### config.mk
export PLATFORM = sky130hd
export DESIGN_NAME = dmem_arbiter_flat
export DESIGN_NICKNAME = d
export VERILOG_FILES = /design/src/rtl/dmem_arbiter_pkg.sv /design/src/rtl/dmem_arbiter_if.sv /design/src/rtl/dmem_arbiter_rr.sv /design/src/rtl/dmem_arbiter.sv /design/src/flat_wrapper.sv
export SDC_FILE = /design/constraint.sdc
export NUM_CORES = 1
export LEC_CHECK = 0
export ABC_AREA = 1
export BUFFER_PORTS_ARGS = -buffer_cell sky130_fd_sc_hd__buf_2
export CORE_MARGIN = 4
export CORE_UTILIZATION = 39
export DETAILED_ROUTE_END_ITERATION = 10
export GPL_TIMING_DRIVEN = 0
export PLACE_DENSITY_LB_ADDON = 0.2
export SLEW_MARGIN = 20
export SYNTH_ARGS = -nofsm -noshare
export SYNTH_HDL_FRONTEND = slang
export SYNTH_SLANG_ARGS = --single-unit
### constraint.sdc
create_clock -name clk -period 1.1 [get_ports clk]
set_clock_uncertainty 0.05 [all_clocks]
set_input_delay 0.055 -clock clk [delete_from_list [all_inputs] [get_ports clk]]
set_output_delay 0.055 -clock clk [all_outputs]
set_load 0.05 [all_outputs]
### src/rtl/dmem_arbiter_pkg.sv
// Shared types and constants for the data-memory arbiter.
package dmem_arb_pkg;

  typedef enum logic {
    IDLE    = 1'b0,
    RD_WAIT = 1'b1
  } state_t;

  // Requester ids double as bit positions in the req/gnt vectors.
  localparam logic REQ_C = 1'b0;
  localparam logic REQ_D = 1'b1;

endpackage

### src/rtl/dmem_arbiter_if.sv
// One requester's access port: request fields in, accept/read-return strobes out.
interface dmem_arbiter_if #(
  parameter int ADDR_W = 32,
  parameter int DATA_W = 32
);
  logic              req;
  logic              we;
  logic [ADDR_W-1:0] addr;
  logic [DATA_W-1:0] wdata;
  logic              ack;
  logic              rvalid;
  logic [DATA_W-1:0] rdata;
  logic              stall;

  modport master (output req, we, addr, wdata, input ack, rvalid, rdata, stall);
  modport slave  (input req, we, addr, wdata, output ack, rvalid, rdata, stall);
endinterface

### src/rtl/dmem_arbiter_rr.sv
// Two-way arbiter: single requester always wins; on contention either the core
// wins outright (fixed priority) or the pointer side wins and the pointer moves
// to the loser.
module rr_arbiter2
  import dmem_arb_pkg::*;
(
  input  logic       clk,
  input  logic       rst,
  input  logic [1:0] i_req,
  input  logic       i_fixed_prio,
  input  logic       i_advance,
  output logic [1:0] o_gnt
);

  logic r_ptr;
  logic w_contended;

  assign w_contended = &i_req;

  // Grant selection from request vector and tie-break pointer.
  always_comb begin
    o_gnt = '0;
    unique case (i_req)
      2'b01: o_gnt = 2'b01;
      2'b10: o_gnt = 2'b10;
      2'b11: o_gnt = (i_fixed_prio || r_ptr == REQ_C) ? 2'b01 : 2'b10;
      default: o_gnt = '0;
    endcase
  end

  // Pointer moves to the losing side only after a contended grant.
  always_ff @(posedge clk) begin
    if (rst) begin
      r_ptr <= REQ_C;
    end else if (i_advance && w_contended && !i_fixed_prio) begin
      r_ptr <= o_gnt[REQ_C] ? REQ_D : REQ_C;
    end
  end

endmodule

### src/rtl/dmem_arbiter.sv
// Shares one data-memory port between the core (C) and the loader/DMA (D).
// Accepts one access per idle cycle; a read holds off all grants for the one
// cycle in which the memory returns data.
module dmem_arbiter
  import dmem_arb_pkg::*;
#(
  parameter int ADDR_W     = 32,
  parameter int DATA_W     = 32,
  parameter int FIXED_PRIO = 0
) (
  input  logic              clk,
  input  logic              rst,
  dmem_arbiter_if.slave     c_bus,
  dmem_arbiter_if.slave     d_bus,
  output logic              o_mem_we,
  output logic              o_mem_re,
  output logic [ADDR_W-1:0] o_mem_addr,
  output logic [DATA_W-1:0] o_mem_wdata,
  input  logic [DATA_W-1:0] i_mem_rdata
);

  state_t            r_state;
  state_t            w_next_state;
  logic              r_owner;
  logic [DATA_W-1:0] r_c_rdata;
  logic [DATA_W-1:0] r_d_rdata;

  logic              w_grant_en;
  logic [1:0]        w_req;
  logic [1:0]        w_gnt;
  logic              w_win_we;
  logic [ADDR_W-1:0] w_win_addr;
  logic [DATA_W-1:0] w_win_wdata;

  // Requests are only visible to the arbiter when a grant is possible, so
  // the pointer never moves in RD_WAIT or under reset.
  assign w_grant_en = (r_state == IDLE) && !rst;
  assign w_req      = w_grant_en ? {d_bus.req, c_bus.req} : 2'b00;

  rr_arbiter2 u_arb (
    .clk          (clk),
    .rst          (rst),
    .i_req        (w_req),
    .i_fixed_prio (FIXED_PRIO != 0),
    .i_advance    (w_grant_en),
    .o_gnt        (w_gnt)
  );

  assign w_win_we    = w_gnt[REQ_D] ? d_bus.we    : c_bus.we;
  assign w_win_addr  = w_gnt[REQ_D] ? d_bus.addr  : c_bus.addr;
  assign w_win_wdata = w_gnt[REQ_D] ? d_bus.wdata : c_bus.wdata;

  // State register.
  always_ff @(posedge clk) begin
    if (rst) begin
      r_state <= IDLE;
    end else begin
      r_state <= w_next_state;
    end
  end

  // Next state: a granted read waits one cycle for memory data.
  always_comb begin
    w_next_state = r_state;
    unique case (r_state)
      IDLE:    if (|w_gnt && !w_win_we) w_next_state = RD_WAIT;
      RD_WAIT: w_next_state = IDLE;
    endcase
  end

  // Read owner and per-port held read data.
  always_ff @(posedge clk) begin
    if (rst) begin
      r_owner   <= REQ_C;
      r_c_rdata <= '0;
      r_d_rdata <= '0;
    end else begin
      if (r_state == IDLE && |w_gnt) begin
        r_owner <= w_gnt[REQ_D] ? REQ_D : REQ_C;
      end
      if (r_state == RD_WAIT) begin
        if (r_owner == REQ_C) begin
          r_c_rdata <= i_mem_rdata;
        end else begin
          r_d_rdata <= i_mem_rdata;
        end
      end
    end
  end

  // Outputs: memory mux and acks in IDLE, owner's read return in RD_WAIT.
  // The owner sees i_mem_rdata directly during RD_WAIT; the register only
  // supplies the held value afterwards, so rvalid lands one cycle after ack.
  always_comb begin
    o_mem_we     = 1'b0;
    o_mem_re     = 1'b0;
    o_mem_addr   = '0;
    o_mem_wdata  = '0;
    c_bus.ack    = 1'b0;
    d_bus.ack    = 1'b0;
    c_bus.rvalid = 1'b0;
    d_bus.rvalid = 1'b0;
    c_bus.rdata  = r_c_rdata;
    d_bus.rdata  = r_d_rdata;
    c_bus.stall  = 1'b0;
    d_bus.stall  = 1'b0;
    if (!rst) begin
      unique case (r_state)
        IDLE: begin
          if (|w_gnt) begin
            o_mem_we    = w_win_we;
            o_mem_re    = !w_win_we;
            o_mem_addr  = w_win_addr;
            o_mem_wdata = w_win_wdata;
            c_bus.ack   = w_gnt[REQ_C];
            d_bus.ack   = w_gnt[REQ_D];
          end
        end
        RD_WAIT: begin
          if (r_owner == REQ_C) begin
            c_bus.rvalid = 1'b1;
            c_bus.rdata  = i_mem_rdata;
          end else begin
            d_bus.rvalid = 1'b1;
            d_bus.rdata  = i_mem_rdata;
          end
        end
      endcase
      c_bus.stall = (c_bus.req && !c_bus.ack) || (r_state == RD_WAIT && r_owner == REQ_C);
      d_bus.stall = (d_bus.req && !d_bus.ack) || (r_state == RD_WAIT && r_owner == REQ_D);
    end
  end

endmodule

### src/flat_wrapper.sv
// flat-port wrapper written by rule: the top's interface ports become plain ports
module dmem_arbiter_flat import dmem_arb_pkg::*;
#(
  parameter int ADDR_W     = 32,
  parameter int DATA_W     = 32,
  parameter int FIXED_PRIO = 0
)
  (clk, rst, o_mem_we, o_mem_re, o_mem_addr, o_mem_wdata, i_mem_rdata, c_bus_req, c_bus_we, c_bus_addr, c_bus_wdata, c_bus_ack, c_bus_rvalid, c_bus_rdata, c_bus_stall, d_bus_req, d_bus_we, d_bus_addr, d_bus_wdata, d_bus_ack, d_bus_rvalid, d_bus_rdata, d_bus_stall);
  dmem_arbiter_if #(.ADDR_W(ADDR_W), .DATA_W(DATA_W)) c_bus_i ();
  dmem_arbiter_if #(.ADDR_W(ADDR_W), .DATA_W(DATA_W)) d_bus_i ();
  input  logic clk;
  input  logic rst;
  output logic o_mem_we;
  output logic o_mem_re;
  output logic [ADDR_W-1:0] o_mem_addr;
  output logic [DATA_W-1:0] o_mem_wdata;
  input  logic [DATA_W-1:0] i_mem_rdata;
  input wire logic [$bits(c_bus_i.req)-1:0] c_bus_req;
  input wire logic [$bits(c_bus_i.we)-1:0] c_bus_we;
  input wire logic [$bits(c_bus_i.addr)-1:0] c_bus_addr;
  input wire logic [$bits(c_bus_i.wdata)-1:0] c_bus_wdata;
  output wire logic [$bits(c_bus_i.ack)-1:0] c_bus_ack;
  output wire logic [$bits(c_bus_i.rvalid)-1:0] c_bus_rvalid;
  output wire logic [$bits(c_bus_i.rdata)-1:0] c_bus_rdata;
  output wire logic [$bits(c_bus_i.stall)-1:0] c_bus_stall;
  input wire logic [$bits(d_bus_i.req)-1:0] d_bus_req;
  input wire logic [$bits(d_bus_i.we)-1:0] d_bus_we;
  input wire logic [$bits(d_bus_i.addr)-1:0] d_bus_addr;
  input wire logic [$bits(d_bus_i.wdata)-1:0] d_bus_wdata;
  output wire logic [$bits(d_bus_i.ack)-1:0] d_bus_ack;
  output wire logic [$bits(d_bus_i.rvalid)-1:0] d_bus_rvalid;
  output wire logic [$bits(d_bus_i.rdata)-1:0] d_bus_rdata;
  output wire logic [$bits(d_bus_i.stall)-1:0] d_bus_stall;
  assign c_bus_i.req = c_bus_req;
  assign c_bus_i.we = c_bus_we;
  assign c_bus_i.addr = c_bus_addr;
  assign c_bus_i.wdata = c_bus_wdata;
  assign c_bus_ack = c_bus_i.ack;
  assign c_bus_rvalid = c_bus_i.rvalid;
  assign c_bus_rdata = c_bus_i.rdata;
  assign c_bus_stall = c_bus_i.stall;
  assign d_bus_i.req = d_bus_req;
  assign d_bus_i.we = d_bus_we;
  assign d_bus_i.addr = d_bus_addr;
  assign d_bus_i.wdata = d_bus_wdata;
  assign d_bus_ack = d_bus_i.ack;
  assign d_bus_rvalid = d_bus_i.rvalid;
  assign d_bus_rdata = d_bus_i.rdata;
  assign d_bus_stall = d_bus_i.stall;
  dmem_arbiter #(.ADDR_W(ADDR_W), .DATA_W(DATA_W), .FIXED_PRIO(FIXED_PRIO)) u_core (.clk(clk), .rst(rst), .c_bus(c_bus_i), .d_bus(d_bus_i), .o_mem_we(o_mem_we), .o_mem_re(o_mem_re), .o_mem_addr(o_mem_addr), .o_mem_wdata(o_mem_wdata), .i_mem_rdata(i_mem_rdata));
endmodule
==> impl_metrics.ini, run 1 <==
[outcome]
outcome = aborted with a tool error
haltStage = global routing (5_1_grt)
stop_error = [ERROR GRT-0232] Routing congestion too high. Check the congestion heatmap in the GUI.

[clock_network]
numCtsBuffers = 9
cts.sinks = 67
clock_path_buffers = 2
root_buffer = clkbuf_16
htree_levels = 3

[logic_synthesis]
synthesis.nets = 1003
ys_seq_area_share_pct = 29.3
synth.top_cell.area_share_pct = 29.3
synth_top_area_cell = dfxtp_1
synth_cells = 837
syn_area_per_cell_sq_um = 5.47
synth_warnings = 0
synth_cell_type_count = 20
synth_area_sq_um = 4580
synth_area_leaders = dfxtp_1, nand2_1, inv_1
ys_ff_latch = 67

[floorplanning]
initial_core_util_pct = 39.9
pin_count = 302
die_h_microns = 116
die_x_microns = 116
num_rows = 39

[place]
dp_slack_ps = -516
io_buffers = 299
gp_congestion = 0.925
hpwl_mm = 14.3

[global_routing]
grtUsageTotal_pct = 87.7
grt_max_degree = 14
grt_remaining_overflow = 378

[sta]
grt_worst_setup_endpoint = d_bus_rdata[11]
worstEpCategory = output port
-- synthesized netlist by cell type --
| library cell | count |
|---|---|
| nor2_8 | 1 |
| inv_2 | 2 |
| buf_2 | 22 |
| o21ai_1 | 9 |
| clkbuf_1 | 11 |
| a21oi_1 | 3 |
| inv_1 | 172 |
| nand4_1 | 3 |
| nand2_1 | 266 |
| buf_6 | 3 |
| nand2_2 | 1 |
| buf_4 | 12 |
| inv_4 | 1 |
| o22ai_1 | 32 |
| dfxtp_1 | 67 |
| o21ai_2 | 1 |
| nor2_1 | 145 |
| nand3_1 | 61 |
| o21ai_0 | 24 |
| nand3_4 | 1 |
-- per-layer routing --
| metal | GRT usage (%) | overflow |
|---|---|---|
| met5 | 18.9 | 0 |
| met4 | 104 | 142 |
| met3 | 68.3 | 0 |
| met2 | 106 | 236 |
| met1 | 83.6 | 0 |
-- through the flow --
stage	TNS, ps	util (%)	instances	hold slack, ps	cell area (sq um)
detailed placement	-60540	68.6	1279	277	7870
global placement	-59300	68.6	1279	273	7870
CTS	-97090	87.4	1316	-81.1	10000
floorplan	-18190	-	837	143	6190
-- timing repair --
action	4_1_cts
endpoints found under the setup margin	200
gates resized for setup	465
pin swaps	9
gates cloned	8
endpoints found under the hold margin	35
setup buffers	12
hold buffers	1
-- kinds of logic after synthesis --
kind of cell / Yosys count / share of synthesized area, %
buffers and inverters: 223 / 20.4
flip-flops: 67 / 29.3
AND/OR/NAND/NOR: 478 / 41.8
AO/OA/AOI/OAI: 69 / 8.50
==> run 2: changes to the inputs <==
- CORE_UTILIZATION: 39 -> 30
- PLACE_DENSITY_LB_ADDON: 0.2 -> 0.15
- clock period: 1.1 -> 1.43 ns (I/O delays scaled with it)
==> run 2 against run 1 <==
Against the previous run: the flow now finishes, with violations (negative setup slack); synthesized area did not move; synthesized cell count did not move.
==> impl_metrics.ini, run 2 <==
[sta]
tightest_slew_ps = 798
maxSlewHeadroom_pct = 46.8
grt_setup_unrepaired = yes
finalMaxSlewViolations = 0
finalHoldViolCount = 0
finalSetupViolCount = 137
min_period_over_period_pct = 128
clock.fmax_mhz = 546
fin_ws_ps = -402
fin_crit_ps = 1830

[logic_synthesis]
synth.top_cell.area_share_pct = 29.3
synth_cells = 837
synth_top_area_cell = dfxtp_1
synth_area_sq_um = 4580
synth_warnings = 0
ys_ff_latch = 67
synth_area_leaders = dfxtp_1, nand2_1, inv_1
ys_seq_area_share_pct = 29.3
async_flop_share_pct = 0
synth-edff-count = 0
yosysMostFrequentCell = nand2_1
synth_cell_type_count = 20
synthesis.nets = 1003
synth_ff_type = dfxtp_1
syn_area_per_cell_sq_um = 5.47
synthTopCellsByCount = nand2_1, inv_1, nor2_1

[finish]
reg_top3 = u_core.r_c_rdata (32), u_core.r_d_rdata (32)
layout_commonest_cell = nand2_1
final_util_pct = 70.1
final_cell_mix = nand2_1, buf_2, inv_1
final_area_sq_um = 10300
drive_gt1_share_pct = 54.0
fin_nets = 1376
syn_to_final_growth_pct = 126
n_fill_cell = 1150
diodes = 0

[routing]
wl_met3_mm = 1.53
highest_layer = met4
vias_per_cell = 4.67
drc_errors = 0
drtIter0Drc = 248
dr.pass1.iters = 5
vias = 6527
drtAntennaViolNets = 0
avgRoutedWirePerCell_microns = 16.6
wl_met2_mm = 12.1
totalWireLength_mm = 23.2
wl_met1_mm = 8.82

[setup_path]
arrival_ps = 1710
path_max_fanout = 10
r2r.worst_path.cells = 9
r2r_end = u_core.r_c_rdata[19]$_SDFF_PP0_
cp-start-kind = flop
startpoint = u_core.r_state$_SDFF_PP0_
cp-end-kind = output port
regToRegSetupSlack_ps = -90
r2r-start = u_core.r_state$_SDFF_PP0_
worstSetupPathType = reg -> out
required_ps = 1310

[power_and_ir_drop]
peakVddDrop_v = 0.000582
p_leak_nw = 5.37
power_density_nw_per_um2 = 749

[outcome]
outcome = complete, but fails checks
violations = negative setup slack

[run]
drv_cap = 0

[global_routing]
grtUsageTotal_pct = 23.7
antenna_found_initial = 0
grt_remaining_overflow = 0
grt_pass1_wl_mm = 33.4
first_global_vias = 6147
grt_max_degree = 13

[clock_network]
root_buffer = clkbuf_16
clock_path_buffers = 2
clk_pin_slew_worst_paths_ps = 60
htree_levels = 3
cts_tree = built
numCtsBuffers = 9
clkLatencyLatePin_ps = 330
cts.sinks = 67

[floorplanning]
core_area_sq_um = 14800
initial_core_util_pct = 31.0
die_x_microns = 132
die_h_microns = 132
dieArea_sq_um = 17300
num_rows = 44
pin_count = 302

[place]
io_buffers = 299
gp_congestion = 0.910
place_area_sq_um = 7210
hpwl_mm = 15.7

[hold_path]
hold_path_startpoint = c_bus_req
hold_end = u_core.u_arb.r_ptr$_SDFFE_PP0P_
hp-class = in -> reg
whs_path_depth = 3
==> run 2: cell counts after synthesis <==
No cell type changed its count.
==> run 2: logic make-up (layout without fill, tap and decap cells) <==
kind of cell	Yosys count	count (layout)	synth area share, %
AND/OR/NAND/NOR	478	479	41.8
flip-flops	67	67	29.3
buffers and inverters	223	600	20.4
AO/OA/AOI/OAI	69	69	8.50
==> run 2: worst max-delay path by stage <==
stage,slack [ps],endpoint,cells past startpoint
floorplan,-290,c_bus_stall,3
detailed placement,-380,d_bus_rdata[26],6
global route,-460,o_mem_wdata[20],7
global placement,-380,d_bus_rdata[29],6
finish,-400,o_mem_wdata[17],7
CTS,-400,o_mem_wdata[24],7
==> run 2: where the power goes <==
part	internal (mW)	switching [mW]	total (mW)
registers	1.95	0.0271	1.98
logic	1.34	2.18	3.52
clock network	1.40	0.852	2.25
==> run 2: timing repair <==
action,CTS,global route
cloned,3,9
setup buffers,9,8
pin swaps,2,10
hold endpoints to repair,35,0
gates resized for setup,410,203
setup endpoints to repair,189,137
hold buffers,34,0
==> run 2: per-layer routing <==
metal  up-vias  GRT usage (%)
met5         -              0
met4         0           6.48
met3        42           5.73
met2       233           43.0
met1      3014           27.9
li1       3238              -
==> run 2: through the flow <==
stage | setup TNS, ps | setup slack, ps | std cells | power [mW] | hold WS (ps)
5_1_grt | -50060 | -465 | 1399 | 8.07 | 68.1
3_3_place_gp | -31440 | -377 | 1320 | 4.54 | 286
4_1_cts | -40920 | -404 | 1382 | 7.42 | 17.3
2_1_floorplan | -799 | -291 | 837 | 3.86 | 177
6_report | -39170 | -402 | 1399 | 7.74 | 48.0
3_5_place_dp | -32810 | -379 | 1320 | 4.56 | 292
==> run 2: cell type report <==
type	instances	area, sq um	share of cell area (%)
sequential	67	1350	13.0
timing repair inverter	2	23.8	0.230
multi-input combinational	548	4010	38.7
inverter	175	682	6.59
timing repair buffer	359	3190	30.8
clock inverter	6	65.1	0.629
buffer	48	563	5.44
tap	184	230	2.23
clock buffer	10	239	2.31
==> run 2: critical path, cell delays in order, from the launching register on <==
cell,delay (ps)
dfxtp_4,370
nor2_8,140
nand3_4,160
clkbuf_4,240
nand2_1,80
nand2_1,80
nor2_4,130
buf_6,180
No activity file was read; power rests on OpenSTA's default activity.
==> run 3: changes to the inputs <==
- TNS_END_PERCENT: default -> 1
==> run 3 against run 2 <==
Against the previous run: the flow still finishes with violations (negative setup slack); critical path depth is 1 higher; first-iteration DRC count grew 9.3%; sequential power about the same; sequential share of layout area grew 1.9 points; via count down 4.6%; clock power is 6% higher; routed wire length down 5.7%; count of clock-buffer cells in the layout rose by 2; critical endpoint is now o_mem_wdata[3]; highest routed layer unchanged.
==> impl_metrics.ini, run 3 (same netlist as run 2, synthesis figures left out) <==
[global_routing]
grt_remaining_overflow = 0
grtUsageTotal_pct = 24.7
busiest_layer = met2
antenna_found_initial = 1
grtUsageMet2_pct = 41.8
first_global_vias = 6063
grt_max_degree = 11
grt_pass1_wl_mm = 33.8
grt.met1_usage_pct = 30.0
met3_usage_pct = 7.03

[outcome]
outcome = complete, but fails checks
violations = negative setup slack

[clock_network]
clkLatencyLatePin_ps = 330
clk_pin_slew_worst_paths_ps = 50
cts_tree = built
numCtsBuffers = 9
htree_levels = 3
root_buffer = clkbuf_16
cts.sinks = 67
clock_path_buffers = 2

[sta]
maxSlewHeadroom_pct = 47.7
fin_ws_ps = -384
tns_ps = -38130
finalMaxSlewViolations = 0
tightest_slew_ps = 785
finalSetupViolCount = 136
min_period_over_period_pct = 127
grt_setup_unrepaired = yes
finalHoldViolCount = 0
fin_crit_ps = 1810
clock.fmax_mhz = 551

[setup_path]
r2r-start = u_core.r_state$_SDFF_PP0_
worstSetupPathType = reg -> out
arrival_ps = 1690
cp-end-kind = output port
r2r.worst_path.cells = 6
cp-start-kind = flop
required_ps = 1310
path_max_fanout = 5
startpoint = u_core.r_state$_SDFF_PP0_
r2r_end = u_core.r_owner$_SDFFE_PP0P_
regToRegSetupSlack_ps = 50

[routing]
drtIter0Drc = 271
vias = 6228
avgRoutedWirePerCell_microns = 15.8
totalWireLength_mm = 21.9
vias_per_cell = 4.50
drtAntennaViolNets = 0
dr.pass1.iters = 4
drc_errors = 0

[power_and_ir_drop]
switchingPower_mw = 2.79
power_density_nw_per_um2 = 835
power.share.clock_pct = 31.8
switching_share_pct = 37.1
peakVddDrop_v = 0.000714
p_int_mw = 4.73
p_leak_nw = 5.13
seq_power_share_pct = 26.3
p_comb_share_pct = 41.8

[hold_path]
whs_path_depth = 3
hold_end = u_core.u_arb.r_ptr$_SDFFE_PP0P_
hold_path_startpoint = c_bus_req
hp-class = in -> reg

[floorplanning]
initial_core_util_pct = 31.0
core_area_sq_um = 14800
die_h_microns = 132
dieArea_sq_um = 17300
pin_count = 302
die_x_microns = 132
num_rows = 44

[finish]
fin_nets = 1363
final_area_sq_um = 9000
drive_gt1_share_pct = 46.5
layout_commonest_cell = nand2_1
final_cell_mix = nand2_1, buf_2, inv_1
reg_top3 = u_core.r_c_rdata (32), u_core.r_d_rdata (32)
n_fill_cell = 1396
syn_to_final_growth_pct = 96.7

[run]
drv_cap = 0

[place]
gp_congestion = 1.03
place_area_sq_um = 6510
hpwl_mm = 16.5
io_buffers = 299
-- run 3: cell types whose count changed in the layout (fill, tap and decap cells not counted), moves of 23 or more --
cell	change
buf_8	-23
nor2_2	+48
o22ai_2	+25
o22ai_4	-28
nor2_4	-81
nor2_1	+33
-- run 3: final cells by class --
cell class	instances	area, sq um	share of cell area (%)
clock buffer	12	256	2.85
multi-input combinational	548	2990	33.2
buffer	47	480	5.34
tap	184	230	2.56
antenna	1	2.50	0.0278
clock inverter	2	60.1	0.667
timing repair buffer	349	2960	32.9
inverter	175	674	7.49
sequential	67	1350	15.0
-- run 3: what timing repair did --
item,in CTS,in global routing
cloned,5,1
setup buffers,9,2
gates resized for setup,423,88
pin swaps,16,21
hold endpoints to repair,35,0
endpoints found under the setup margin,156,136
hold buffers,34,0
-- run 3: worst max-delay path: stages, from the launching register on --
cell     delay (ps)
dfxtp_4         360
nor2_8          170
nand3_4         110
buf_12          170
buf_8           140
nand2_1          70
nand2_2          60
nor2_2          110
buf_6           170
-- run 3: power by group through the flow --
stage                     clock network, mW  registers [mW]  logic [mW]
final                                  2.39            1.98        3.14
after global routing                   2.54            1.99        3.34
after CTS                              2.47            1.98        3.02
after detailed placement                  0            2.02        2.36
after global placement                    0            2.02        2.35
after floorplan                           0            2.01        1.63
-- run 3: metrics by stage --
| step | total power, mW | hold WS (ps) | setup slack, ps | instances | utilization, % |
|---|---|---|---|---|---|
| finish | 7.52 | 59.1 | -384 | 1385 | 61.0 |
| global route | 7.86 | 79.5 | -448 | 1385 | 61.0 |
| CTS | 7.47 | 12.4 | -372 | 1382 | 58.8 |
| detailed placement | 4.38 | 289 | -315 | 1320 | 44.1 |
| global placement | 4.37 | 284 | -300 | 1320 | 44.1 |
| floorplan | 3.65 | 168 | -308 | 837 | - |
-- run 3: how the worst max path moves through the flow --
stage	to	slack (ps)	cells past startpoint
2_1_floorplan	d_bus_rdata[1]	-310	4
3_3_place_gp	o_mem_wdata[25]	-300	7
3_5_place_dp	o_mem_wdata[25]	-320	7
4_1_cts	o_mem_addr[15]	-370	7
5_1_grt	o_mem_addr[22]	-450	8
6_report	o_mem_wdata[3]	-380	8
-- run 3: metal layers --
layer | vias up | wire length (microns)
met5 | - | 0
met4 | 0 | 655
met3 | 30 | 1540
met2 | 193 | 10600
met1 | 2790 | 9080
li1 | 3215 | -
==> run 4: changes to the inputs <==
- SYNTH_HIERARCHICAL: default -> 1
==> run 4 against run 3 <==
Against the previous run: the flow still finishes with violations (negative setup slack); final cell count fell by 0.14%; count of clock-buffer cells in the layout decreased by 1; worst setup slack got worse by 450 ps; critical path depth grew 2; critical endpoint is now o_mem_wdata[28]; largest cell class is now multi-input combinational cells; largest power group unchanged.
==> impl_metrics.ini, run 4 <==
[outcome]
outcome = complete, but fails checks
violations = negative setup slack

[sta]
tightest_slew_ps = 530
clock.fmax_mhz = 441
timing.hold.ws_ps = 13.9
tns_ps = -80700
finalSetupViolCount = 138
grt_setup_unrepaired = yes
finalHoldViolCount = 0
fin_ws_ps = -837
fin_crit_ps = 2270
maxSlewHeadroom_pct = 64.7
finalMaxSlewViolations = 0
min_period_over_period_pct = 159

[routing]
drtIter0Drc = 340
avgRoutedWirePerCell_microns = 15.2
dr.pass1.iters = 5
vias = 6141
vias_per_cell = 4.44
drc_errors = 0
drtAntennaViolNets = 0
totalWireLength_mm = 21.0

[logic_synthesis]
yosysMostFrequentCell = nand2_1
synth_ff_type = dfxtp_1
synthTopCellsByCount = nand2_1, inv_1, nand3_1
synth_top_area_cell = nand2_1
synth.top_cell.area_share_pct = 28.7
ys_ff_latch = 67
syn_area_per_cell_sq_um = 5.62
synth_area_sq_um = 4700
synth_area_leaders = nand2_1, dfxtp_1, inv_1
synth_cell_type_count = 21
synth-edff-count = 0
synth_warnings = 6
async_flop_share_pct = 0
synth_cells = 836
ys_seq_area_share_pct = 28.5

[floorplanning]
die_h_microns = 133
core_area_sq_um = 15300
pin_count = 302
dieArea_sq_um = 17700
num_rows = 45
initial_core_util_pct = 30.8
die_x_microns = 133

[hold_path]
hp-class = in -> reg

[clock_network]
clk_pin_slew_worst_paths_ps = 60
cts.sinks = 67
clkLatencyLatePin_ps = 330
clock_path_buffers = 2
cts_tree = built
numCtsBuffers = 9
root_buffer = clkbuf_16
htree_levels = 3

[finish]
final_cell_count_no_fill = 1383
fin_nets = 1333
final_util_pct = 57.1
drive_gt1_share_pct = 41.8
regArea_sq_um = 1340
reg_top3 = u_core/r_c_rdata (32), u_core/r_d_rdata (32)
multi_input_area_sq_um = 3170
syn_to_final_growth_pct = 85.5
layout_commonest_cell = nand2_1
n_fill_cell = 1498
final_cell_mix = nand2_1, buf_2, inv_1
diodes = 0

[power_and_ir_drop]
p_leak_nw = 5.02
power.share.clock_pct = 33.5
p_int_mw = 4.34
switchingPower_mw = 2.53
power_density_nw_per_um2 = 788
peakVddDrop_v = 0.00108
seq_power_share_pct = 28.6
power_mw = 6.87
p_comb_share_pct = 37.8
switching_share_pct = 36.8

[global_routing]
grt_remaining_overflow = 0
grt_max_degree = 13
busiest_layer = met2
grt_pass1_wl_mm = 31.7
grt.met1_usage_pct = 26.9
grtUsageMet2_pct = 38.4
met3_usage_pct = 6.19
grtUsageTotal_pct = 22.3
antenna_found_initial = 1
first_global_vias = 6009

[place]
gp_congestion = 0.873
hpwl_mm = 15.9
io_buffers = 301
dp_cells = 1349

[setup_path]
regToRegSetupSlack_ps = -350
required_ps = 1310
path_max_fanout = 10
cp-start-kind = flop
worstSetupPathType = reg -> out
cp-end-kind = output port
arrival_ps = 2150

[run]
drv_cap = 0
run 4: cell types whose count changed after synthesis, moves of 3 or more:
| cell | previous run | this run |
|---|---|---|
| o21ai_1 | 9 | 0 |
| buf_4 | 12 | 9 |
| nor2_1 | 145 | 8 |
| nand4_1 | 3 | 0 |
| a21oi_1 | 3 | 37 |
| buf_6 | 3 | 6 |
| o22ai_1 | 32 | 0 |
| a21oi_2 | 0 | 30 |
| o21ai_0 | 24 | 3 |
| nand2_1 | 266 | 359 |
| nand3_1 | 61 | 97 |
run 4: area by class of cell:
class	instances	share of cell area [%]
buffer	50	5.83
clock buffer	11	2.90
timing repair buffer	321	28.2
clock inverter	5	0.689
tap	211	3.03
inverter	174	7.55
sequential	67	15.4
multi-input combinational	544	36.4
run 4: worst paths after layout:
path	end	startpoint	depth (start not counted)
max	o_mem_wdata[28]	u_core/r_state$_SDFF_PP0_	10
min	u_core/r_d_rdata[18]$_SDFF_PP0_	i_mem_rdata[18]	5
max reg2reg	u_core/r_state$_SDFF_PP0_	u_core/r_state$_SDFF_PP0_	9
min reg2reg	u_core/u_arb/r_ptr$_SDFFE_PP0P_	u_core/u_arb/r_ptr$_SDFFE_PP0P_	2
run 4: power groups by stage:
stage          Combinational (mW)  Sequential [mW]  Clock, mW
6_report                     2.60             1.97       2.30
5_1_grt                      2.75             1.97       2.45
4_1_cts                      2.49             1.96       2.38
3_5_place_dp                 2.16             2.00          0
3_3_place_gp                 2.15             2.00          0
2_1_floorplan                1.54             2.00          0
run 4: cells by family after synthesis:
group | after synthesis | synth area share [%]
other cells | 1 | 0.0798
flops | 67 | 28.5
compound gates | 72 | 10.3
simple gates | 470 | 40.7
buf+inv | 226 | 20.4
run 4: metal layers:
metal  wire length, microns  up-vias
li1                       -     3133
met2                  10100      216
met5                     13        -
met1                   8590     2750
met3                   1510       40
met4                    807        2
run 4: what timing repair did:
| action | in CTS | in global routing |
|---|---|---|
| hold buffers | 1 | 0 |
| gates resized for setup | 279 | 38 |
| gates cloned | 2 | 5 |
| endpoints found under the hold margin | 1 | 0 |
| pin swaps | 12 | 11 |
| buffers inserted | 6 | 6 |
| setup endpoints to repair | 138 | 168 |
run 4: worst max-delay path, cell delays in order, from the launching register on:
cell	delay, ps
dfxtp_2	350
nor2_8	120
inv_4	50
nor2_4	150
a21boi_4	80
nor2_4	250
buf_8	200
buf_8	140
nand2_1	120
a21oi_4	160
buf_8	180
run 4: per-stage QoR:
step / worst slack (ps) / instance area (sq um)
after floorplan: -462 / 5420
after global placement: -768 / 7190
after detailed placement: -785 / 7190
after CTS: -867 / 8430
after global routing: -933 / 8720
final: -837 / 8720
